[config.mk]
export PLATFORM = sky130hd
export DESIGN_NAME = piso_tx_flat
export DESIGN_NICKNAME = d
export VERILOG_FILES = /design/src/rtl/piso_tx_if.sv /design/src/rtl/piso_tx.sv /design/src/flat_wrapper.sv
export SDC_FILE = /design/constraint.sdc
export NUM_CORES = 1
export LEC_CHECK = 0
export BUFFER_PORTS_ARGS = -buffer_cell sky130_fd_sc_hd__buf_2
export CELL_PAD_IN_SITES_DETAIL_PLACEMENT = 1
export CELL_PAD_IN_SITES_GLOBAL_PLACEMENT = 1
export CORE_MARGIN = 4
export CORE_UTILIZATION = 40
export DETAILED_ROUTE_END_ITERATION = 8
export PLACE_DENSITY = 0.83
export SKIP_LAST_GASP = 1
export SLEW_MARGIN = 20
export SYNTH_ARGS = -nofsm -noshare
export SYNTH_HDL_FRONTEND = slang
export SYNTH_SLANG_ARGS = --single-unit
[constraint.sdc]
create_clock -name clk -period 2.6 [get_ports clk]
set_input_delay 0.13 -clock clk [delete_from_list [all_inputs] [get_ports clk]]
set_output_delay 0.13 -clock clk [all_outputs]
set_load 0.05 [all_outputs]
[src/rtl/piso_tx_if.sv]
// Load handshake and serial-side signals of the piso_tx shift transmitter.
// The slave modport is the transmitter; the master modport is the word source / line observer.
interface piso_tx_if #(
    parameter int WIDTH = 4
) ();
    logic             load_valid;
    logic             load_ready;
    logic [WIDTH-1:0] load_data;
    logic             sout;
    logic             sframe;
    logic             done;
    logic             busy;

    modport master (
        output load_valid,
        output load_data,
        input  load_ready,
        input  sout,
        input  sframe,
        input  done,
        input  busy
    );

    modport slave (
        input  load_valid,
        input  load_data,
        output load_ready,
        output sout,
        output sframe,
        output done,
        output busy
    );
endinterface

[src/rtl/piso_tx.sv]
// Parallel-in/serial-out transmitter: one WIDTH-bit word per frame, one bit per clk on sout.
// Define PISO_TX_PARITY_EN to append an even-parity bit after the data bits.
module piso_tx #(
    parameter int WIDTH     = 4,
    parameter bit MSB_FIRST = 1'b1
) (
    input  logic     clk,
    input  logic     rst_n,
    piso_tx_if.slave bus
);
    localparam int CW = $clog2(WIDTH + 1);
    localparam logic [CW-1:0] LAST = CW'(WIDTH - 1);

    typedef enum logic [1:0] {
        IDLE   = 2'd0,
        SHIFT  = 2'd1
`ifdef PISO_TX_PARITY_EN
        ,
        PARITY = 2'd2
`endif
    } state_t;

    state_t           state_r, state_s;
    logic [WIDTH-1:0] shreg_r, shreg_s;
    logic [CW-1:0]    cnt_r, cnt_s;
    logic             sout_r, sout_s;
    logic             sframe_r, sframe_s;
    logic             done_r, done_s;
    logic             handshake_s;

    // Bit that goes on the line first from a given register image.
    function automatic logic first_bit(input logic [WIDTH-1:0] d);
        if (MSB_FIRST) return d[WIDTH-1];
        else           return d[0];
    endfunction

    // Rotation (not shift) keeps every captured bit so parity can be taken at frame end.
    function automatic logic [WIDTH-1:0] rotate(input logic [WIDTH-1:0] d);
        if (MSB_FIRST) return {d[WIDTH-2:0], d[WIDTH-1]};
        else           return {d[0], d[WIDTH-1:1]};
    endfunction

`ifdef PISO_TX_PARITY_EN
    function automatic logic even_parity(input logic [WIDTH-1:0] d);
        return ^d;
    endfunction
`endif

    assign handshake_s = bus.load_valid && (state_r == IDLE);

    // Next-state and next-output logic; outputs are computed one cycle ahead and registered.
    always_comb begin
        state_s  = state_r;
        shreg_s  = shreg_r;
        cnt_s    = cnt_r;
        sout_s   = 1'b0;
        sframe_s = 1'b0;
        done_s   = 1'b0;
        case (state_r)
            IDLE: begin
                if (handshake_s) begin
                    state_s  = SHIFT;
                    shreg_s  = bus.load_data;
                    cnt_s    = {CW{1'b0}};
                    sout_s   = first_bit(bus.load_data);
                    sframe_s = 1'b1;
                end else begin
                    state_s = IDLE;
                end
            end
            SHIFT: begin
                if (cnt_r == LAST) begin
`ifdef PISO_TX_PARITY_EN
                    state_s  = PARITY;
                    sout_s   = even_parity(shreg_r);
                    sframe_s = 1'b1;
`else
                    state_s  = IDLE;
                    done_s   = 1'b1;
`endif
                end else begin
                    cnt_s    = cnt_r + {{(CW-1){1'b0}}, 1'b1};
                    shreg_s  = rotate(shreg_r);
                    sout_s   = first_bit(rotate(shreg_r));
                    sframe_s = 1'b1;
                end
            end
`ifdef PISO_TX_PARITY_EN
            PARITY: begin
                state_s = IDLE;
                done_s  = 1'b1;
            end
`endif
            default: begin
                state_s = IDLE;
            end
        endcase
    end

    // State and output registers with synchronous active-low reset.
    always_ff @(posedge clk) begin
        if (!rst_n) begin
            state_r  <= IDLE;
            shreg_r  <= {WIDTH{1'b0}};
            cnt_r    <= {CW{1'b0}};
            sout_r   <= 1'b0;
            sframe_r <= 1'b0;
            done_r   <= 1'b0;
        end else begin
            state_r  <= state_s;
            shreg_r  <= shreg_s;
            cnt_r    <= cnt_s;
            sout_r   <= sout_s;
            sframe_r <= sframe_s;
            done_r   <= done_s;
        end
    end

    assign bus.load_ready = (state_r == IDLE);
    assign bus.busy       = (state_r != IDLE);
    assign bus.sout       = sout_r;
    assign bus.sframe     = sframe_r;
    assign bus.done       = done_r;
endmodule

[src/flat_wrapper.sv]
// flat-port wrapper written by rule: the top's interface ports become plain ports
module piso_tx_flat 
#(
    parameter int WIDTH     = 4,
    parameter bit MSB_FIRST = 1'b1
)
  (clk, rst_n, bus_load_valid, bus_load_data, bus_load_ready, bus_sout, bus_sframe, bus_done, bus_busy);
  piso_tx_if #(.WIDTH(WIDTH)) bus_i ();
  input  logic clk;
  input  logic rst_n;
  input wire logic [$bits(bus_i.load_valid)-1:0] bus_load_valid;
  input wire logic [$bits(bus_i.load_data)-1:0] bus_load_data;
  output wire logic [$bits(bus_i.load_ready)-1:0] bus_load_ready;
  output wire logic [$bits(bus_i.sout)-1:0] bus_sout;
  output wire logic [$bits(bus_i.sframe)-1:0] bus_sframe;
  output wire logic [$bits(bus_i.done)-1:0] bus_done;
  output wire logic [$bits(bus_i.busy)-1:0] bus_busy;
  assign bus_i.load_valid = bus_load_valid;
  assign bus_i.load_data = bus_load_data;
  assign bus_load_ready = bus_i.load_ready;
  assign bus_sout = bus_i.sout;
  assign bus_sframe = bus_i.sframe;
  assign bus_done = bus_i.done;
  assign bus_busy = bus_i.busy;
  piso_tx #(.WIDTH(WIDTH), .MSB_FIRST(MSB_FIRST)) u_core (.clk(clk), .rst_n(rst_n), .bus(bus_i));
endmodule
=== Word-level counts from Yosys, hierarchy flattened ===
Cells that the tools add are included.

* Word-level logic and storage cells: 34
* Bits of input ports: 7
* Register bits after elaboration: 12
* Output and inout bits: 5

* Reductions and logical operators: 6
* Muxes and demuxes: 16
* Equal/unequal tests: 5
* $add $sub $neg: 1

{| class="wikitable"
|+ Operators by type and width
! cell !! number
|-
| $mux 4 || 2
|-
| $pmux 4 s2 || 1
|-
| $mux 1 || 6
|-
| $mux 3 || 2
|-
| $pmux 3 s2 || 1
|-
| $ne 2x1->1 const B || 2
|-
| $pmux 1 s2 || 2
|-
| $pmux 2 s2 || 1
|-
| $reduce_bool 2->1 || 2
|-
| $add 3x1->3 const B || 1
|-
| $eq 3x2->1 const B || 1
|-
| $reduce_and 3->1 || 1
|-
| $eq 2x1->1 const B || 1
|-
| $logic_not 2->1 || 1
|-
| $mux 2 || 1
|-
| $ne 2x2->1 const B || 1
|-
| $reduce_and 2->1 || 1
|-
| $logic_and 1x1->1 || 1
|}

=== Depth between registers and ports, before layout ===
Gate-level depths: netlist of run 1.

* Depth in word-level cells: 4
* Mapped depth: 5
* Depth with buffers taken out: 5

=== Least setup slack after synthesis of run 1 ===
OpenSTA, ideal clock, no wires.

* Kind: register -> register
* Start: register u_core.state_r[0]
* End: register u_core.cnt_r[2]
* Arrival time: 1415 ps
* Library setup time: 58 ps
* Cell stages (with the launch flop): 5
* Path slack: 1127 ps
* Path buffers: 1
* Data required time: 2542 ps
* Cell sequence: dfxtp_1 buf_4 inv_2 a211oi_1 o21a_1

* Word-level cells in the longest chain between the ends: 4

{| class="wikitable"
|+ Ends and longest elaborated chain
! element !! RTL line !! RTL
|-
| from (decl) || piso_tx.sv:23 || <nowiki>state_t state_r, state_s;</nowiki>
|-
| from (signal assigned) || piso_tx.sv:110 || <nowiki>state_r <= state_s;</nowiki>
|-
| $logic_not 2->1 * || n/a ||
|-
| via bus_load_ready || flat_wrapper.sv:13 || <nowiki>output wire logic [$bits(bus_i.load_ready)-1:0] bus_load_ready;</nowiki>
|-
| $logic_and 1x1->1 || piso_tx.sv:49 || <nowiki>assign handshake_s = bus.load_valid && (state_r == IDLE);</nowiki>
|-
| $ne 2x1->1 (no line) || n/a ||
|-
| $reduce_and 3->1 (no line) || n/a ||
|-
| to (signal assigned) || piso_tx.sv:105 || <nowiki>cnt_r <= {CW{1'b0}};</nowiki>
|-
| to (signal assigned) || piso_tx.sv:112 || <nowiki>cnt_r <= cnt_s;</nowiki>
|-
| to (decl) || piso_tx.sv:25 || <nowiki>logic [CW-1:0] cnt_r, cnt_s;</nowiki>
|}

Mark *: on every way through the listed nets, which the timed path passes. The rest lies on a longest branch.
A chain may end at the register's enable or synchronous reset.

=== Worst setup path after layout of run 1 ===
* Start: register u_core.cnt_r[0]
* End: register u_core.shreg_r[1]

* Word-level cells in the longest chain between the ends: 3

{| class="wikitable"
|+ Ends and longest elaborated chain
! element !! RTL line !! RTL
|-
| $eq 3x2->1 || piso_tx.sv:72 || <nowiki>if (cnt_r == LAST) begin</nowiki>
|-
| $ne 2x2->1 (no line) || n/a ||
|-
| $reduce_and 3->1 (no line) || n/a ||
|-
| to (signal assigned) || piso_tx.sv:104 || <nowiki>shreg_r <= {WIDTH{1'b0}};</nowiki>
|-
| to (signal assigned) || piso_tx.sv:111 || <nowiki>shreg_r <= shreg_s;</nowiki>
|-
| to (decl) || piso_tx.sv:24 || <nowiki>logic [WIDTH-1:0] shreg_r, shreg_s;</nowiki>
|}

Every way passes these cells.

==> run_results.csv, run 1 <==
group,metric,value,unit
die,die_area,1950,um^2
clocking,insertion_delay,0.28,ns
finish,seq_area,220,um^2
critical_path,r2r_cells,5,
finish,antenna_cells,0,
grt,grt_max_degree,16,
grt,grt_pass1_wl,1970,um
critical_path,cp.required,2.77,ns
synthesis,synth.avg_cell_area,9.71,um^2
synthesis,netlist_instances,54,
critical_path,worstSetupEndpointType,"flip-flop",
die,die_h,44.2,um
critical_path,worstPathMaxFanout,6,
sta,slew_viol_final,0,
clocking,clk_pin_slew_worst_paths,0.07,ns
outcome,status,"finished clean",
sta,final-setup-viol-count,0,
route,first_pass_iters,2,
grt,use_met1,16.2,%
placement,port_buffers,11,
grt,busiest_layer,"met2",
placement,gp_congestion,0.810,
synthesis,yosysTopAreaCellShare,42.0,%
sta,slew_headroom,62.4,%
clocking,post_cts_buffers,0,
die,core,1170,um^2
sta,period_share,60.2,%
clocking,cts_resized,0,
grt,met3_usage,9.35,%
sta,worst_pin_slew,0.563,ns
grt,grt_pass1_vias,439,
sta,final.min_clock_period,1.56,ns
synthesis,synth_area,524,um^2
clocking,cts_hold_buf,0,
synthesis,yosysTopAreaCell,"dfxtp_1",
finish,layout_common_cells,"buf_2 (11), dfxtp_1 (11), nand2_1 (5), nor2_1 (4)",
synthesis,synth_cell_types,24,
route,routed_wirelength,1140,um
grt,grt_usage,14.6,%
die,rows,12,
critical_path,worstSetupStartpointType,"flip-flop",
finish,multi_input_area,274,um^2
route,dr_total_vias,427,
worst_hold_path,hp-class,"in -> reg",
grt,antenna_found_initial,0,
critical_path,r2r_setup_slack,1.04,ns
finish,drive_above_1_share,26.9,%
synthesis,synth_nets,64,
route,drc_errors,0,
power,leakage,0.290,nW
route,wl_per_cell,14.1,um
sta,rsz0062_at_grt,"false",
grt,grt_remaining_overflow,0,
die,start_util,44.8,%
finish,area_growth,15.3,%
worst_hold_path,holdPathStages,2,
sta,final-hold-violation-count,0,
clocking,cts_sinks,11,
critical_path,critPathArrivalTime,1.74,ns
clocking,clockBufferDepth,2,
sta,skew,0.00224,ns
flow_run,max_cap_viol_count,0,
sta,tns,0,ns
clocking,cts_buffers,3,
placement,dp_hpwl,872,um
synthesis,ys_seq_area_share,42.0,%
die,die_x,44.2,um
route,via_per_inst,5.27,
finish,nFillCells,145,
critical_path,crit_type,"reg -> reg",
sta,fmax,639,MHz
synthesis,ys_ff_latch,11,
synthesis,synth_area_leaders,"dfxtp_1 (42%), ha_1 (7.2%), mux2i_1 (5.7%), o211a_1 (5.7%), nand2_1 (3.6%)",
synthesis,yosysWarnings,0,
finish,fin_nets,78,
route,postRouteAntennaNets,0,
power,powerDensity,614,nW/um^2
clocking,root_buffer,"clkbuf_4",
placement,preCtsSetupSlack,1.05,ns
clocking,cts_tree,"yes",
route,drt_iter0_drc,1,
clocking,cts_max_level,1,
grt,use_met2,20.6,%
die,pin_count,12,
power,max-vdd-ir-drop,0.309,mV
sta,setup_ws,1.04,ns
worst max-delay path: stages, from the launching register on:
cell and delay (ns):
dfxtp_1 0.37, ha_1 0.19, ha_1 0.27, nand2_1 0.17, and2_4 0.25, o211a_1 0.21
per-layer routing:
| layer | part of all wire [%] | up-vias |
|---|---|---|
| met2 | 47 | 11 |
| li1 | - | 216 |
| met3 | 7.7 | 4 |
| met5 | 0 | - |
| met4 | 3.0 | 0 |
| met1 | 42 | 196 |
cell usage after synthesis:
library cell / n
nand3_1: 3
nor2_1: 4
and3_1: 2
nand2_1: 5
dfxtp_1: 11
ha_1: 3
buf_4: 1
o211a_1: 3
xnor2_1: 1
mux2i_1: 3
nor2b_1: 1
or2_1: 1
a311oi_2: 1
a21oi_1: 3
mux2_2: 1
inv_2: 1
buf_6: 1
and2_4: 1
o22a_1: 1
o21a_1: 1
nor3_1: 1
a211oi_1: 1
nor3b_1: 2
inv_1: 2
power by group:
part,total [mW],internal (mW),switching (mW)
logic,0.0585,0.0240,0.0345
registers,0.189,0.179,0.00978
clock network,0.124,0.0597,0.0641
flip-flops by register name, indices dropped and copies added (netlist names):
register	count
u_core.bus.sframe	1
u_core.bus.sout	1
u_core.state_r	1
u_core.cnt_r	3
u_core.bus.done	1
u_core.shreg_r	4
area by class of cell:
cell class | instances | share of cell area [%]
Inverter | 3 | 1.86
Multi-Input combinational cell | 38 | 45.3
Tap cell | 14 | 2.90
Timing Repair Buffer | 11 | 9.11
Clock buffer | 4 | 4.35
Sequential cell | 11 | 36.4
cells by family (layout without fill, tap and decap cells):
| family | count (synthesis) | in the layout | synth area share, % |
|---|---|---|---|
| and+or+nand+nor | 20 | 20 | 19.6 |
| DFF | 11 | 11 | 42.0 |
| AOI/OAI and AO/OA | 10 | 10 | 16.0 |
| buffers and inverters | 5 | 18 | 5.73 |
| muxes | 4 | 4 | 7.88 |
| adders and majority gates | 3 | 3 | 7.16 |
| xor gates and xnor gates | 1 | 1 | 1.67 |
final timing paths:
check                                               startpoint                              to
worst min register to register  u_core.shreg_r[2]$_SDFFE_PN0P_  u_core.shreg_r[2]$_SDFFE_PN0P_
worst max-delay path              u_core.cnt_r[0]$_SDFFE_PN0P_  u_core.shreg_r[1]$_SDFFE_PN0P_
worst max register to register    u_core.cnt_r[0]$_SDFFE_PN0P_  u_core.shreg_r[1]$_SDFFE_PN0P_
worst min-delay path                                     rst_n  u_core.shreg_r[0]$_SDFFE_PN0P_
through the flow:
stage / util (%) / cell area [um^2] / instances / hold WS (ns) / total power [mW]
6_report: 51.6 / 604 / 81 / 0.141 / 0.371
2_1_floorplan: - / 524 / 54 / 0.248 / 0.237
5_1_grt: 51.6 / 604 / 81 / 0.142 / 0.390
4_1_cts: 51.6 / 604 / 81 / 0.137 / 0.375
3_3_place_gp: 49.4 / 578 / 77 / 0.425 / 0.250
3_5_place_dp: 49.4 / 578 / 77 / 0.433 / 0.252
Power figures use the tool's default switching activity.
==> run 2, diff against run 1 <==
--- a/config.mk
+++ b/config.mk
@@ -9,9 +9,9 @@
 export CELL_PAD_IN_SITES_DETAIL_PLACEMENT = 1
 export CELL_PAD_IN_SITES_GLOBAL_PLACEMENT = 1
 export CORE_MARGIN = 4
-export CORE_UTILIZATION = 40
+export CORE_UTILIZATION = 33
 export DETAILED_ROUTE_END_ITERATION = 8
-export PLACE_DENSITY = 0.83
+export PLACE_DENSITY = 0.74
 export SKIP_LAST_GASP = 1
 export SLEW_MARGIN = 20
 export SYNTH_ARGS = -nofsm -noshare
==> constraint.sdc (replaced) <==
create_clock -name clk -period 1.3 [get_ports clk]
set_input_delay 0.065 -clock clk [delete_from_list [all_inputs] [get_ports clk]]
set_output_delay 0.065 -clock clk [all_outputs]
set_load 0.05 [all_outputs]
==> run_results.csv, run 2 (same netlist as run 1, synthesis figures left out) <==
group,metric,value,unit
outcome,status,"finished clean",
route,drc_errors,0,
placement,dpl.cell_count,85,
placement,gp_congestion,0.743,
grt,grt_max_degree,8,
route,routed_wirelength,1210,um
sta,final.min_clock_period,1.27,ns
die,die_area,2290,um^2
sta,hold_slack,0.0810,ns
critical_path,critPathArrivalTime,1.43,ns
sta,fmax,790,MHz
route,drt_iter0_drc,4,
sta,period_share,97.4,%
placement,dp_hpwl,889,um
finish,area_growth,39.6,%
finish,top_register,"u_core.shreg_r",
sta,final-setup-viol-count,0,
critical_path,worstSetupEndpointType,"flip-flop",
placement,place_area,646,um^2
clocking,cts_hold_buf,0,
grt,grt_remaining_overflow,0,
sta,slew_viol_final,0,
finish,nFillCells,181,
sta,rsz0062_at_grt,"true",
clocking,cts_buffers,3,
finish,seq_area,226,um^2
power,total_power,754,uW
critical_path,crit_type,"reg -> reg",
clocking,cts_tree,"yes",
die,core,1510,um^2
flow_run,max_cap_viol_count,0,
critical_path,cp.required,1.47,ns
power,leakage,0.341,nW
power,powerDensity,1030,nW/um^2
clocking,insertion_delay,0.28,ns
finish,layout_common_cells,"buf_2 (11), dfxtp_1 (8), buf_4 (7), nor2_1 (4), nand2_1 (4)",
clocking,cts_sinks,11,
die,die_h,47.9,um
finish,final_area,732,um^2
route,dr_total_vias,440,
die,rows,14,
worst_hold_path,hp-class,"in -> reg",
grt,grt_pass1_vias,419,
critical_path,worstPathMaxFanout,3,
grt,antenna_found_initial,0,
finish,layout.cells.most_common,"buf_2",
placement,port_buffers,11,
critical_path,worstSetupStartpointType,"flip-flop",
grt,grt_usage,13.6,%
power,max-vdd-ir-drop,0.490,mV
die,pin_count,12,
finish,antenna_cells,0,
sta,worst_pin_slew,0.240,ns
finish,top_regs,"u_core.shreg_r (4), u_core.cnt_r (3)",
finish,multi_input_area,328,um^2
clocking,clk_pin_slew_worst_paths,0.08,ns
clocking,cts_max_level,1,
finish,fin_nets,86,
route,via_per_inst,4.84,
grt,grt_pass1_wl,1990,um
clocking,clockBufferDepth,2,
route,postRouteAntennaNets,0,
sta,final-hold-violation-count,0,
sta,slew_headroom,84.0,%
route,first_pass_iters,2,
sta,skew,0.0142,ns
finish,drive_above_1_share,50.7,%
clocking,root_buffer,"clkbuf_4",
finish,largest_reg_flops,4,
die,die_x,47.9,um
finish,fin_cells,91,
die,start_util,34.8,%
route,wl_per_cell,13.3,um
==> run 2: what timing repair did <==
item                                    4_1_cts  5_1_grt
hold endpoints to repair                      0        0
endpoints found under the setup margin        1        4
resized for setup                             4        6
buffers inserted                              1        1
pin swaps                                     1        4
==> run 2: area by class of cell <==
| cell class | instances | area share (%) |
|---|---|---|
| Clock inverter | 1 | 0.684 |
| Tap cell | 16 | 2.74 |
| Sequential cell | 11 | 30.9 |
| Clock buffer | 3 | 3.08 |
| Inverter | 3 | 1.54 |
| Multi-Input combinational cell | 38 | 44.8 |
| Timing Repair Buffer | 19 | 16.2 |
==> run 2: power by group <==
| group | switching (mW) | internal [mW] | leakage (nW) |
|---|---|---|---|
| Clock | 0.119 | 0.114 | 0.0177 |
| Combinational | 0.0827 | 0.0657 | 0.231 |
| Sequential | 0.0145 | 0.358 | 0.0920 |
==> run 2: metal layers <==
layer / routed length [um] / global-route usage, % / part of all wire, %
met5: 0 / 0 / 0
met4: 36 / 9.68 / 3.0
met3: 78 / 4.51 / 6.5
met2: 502 / 16.6 / 42
met1: 589 / 19.2 / 49
==> run 2: path summary, 6_finish.rpt <==
path                                   from                             end  slack [ns]  depth (start not counted)
min reg2reg  u_core.shreg_r[1]$_SDFFE_PN0P_  u_core.shreg_r[1]$_SDFFE_PN0P_        0.50                          1
max            u_core.cnt_r[0]$_SDFFE_PN0P_    u_core.cnt_r[1]$_SDFFE_PN0P_        0.03                          5
min                                   rst_n    u_core.cnt_r[2]$_SDFFE_PN0P_        0.08                          2
max reg2reg    u_core.cnt_r[0]$_SDFFE_PN0P_    u_core.cnt_r[1]$_SDFFE_PN0P_        0.03                          5
==> run 2: worst max-delay path: stages, from the launching register on <==
cell	delay, ns
dfxtp_4	0.36
ha_4	0.16
ha_4	0.17
mux2_4	0.30
a21oi_2	0.12
nor2_1	0.05
==> run 2: per-stage QoR <==
step                setup slack [ns]  TNS [ns]  util (%)
floorplan                     0.0191         0         -
global placement              0.0143         0      42.9
detailed placement           -0.0473   -0.0473      42.9
CTS                           0.0124         0      46.3
global route                 -0.0273   -0.0345      48.6
finish                        0.0344         0      48.6
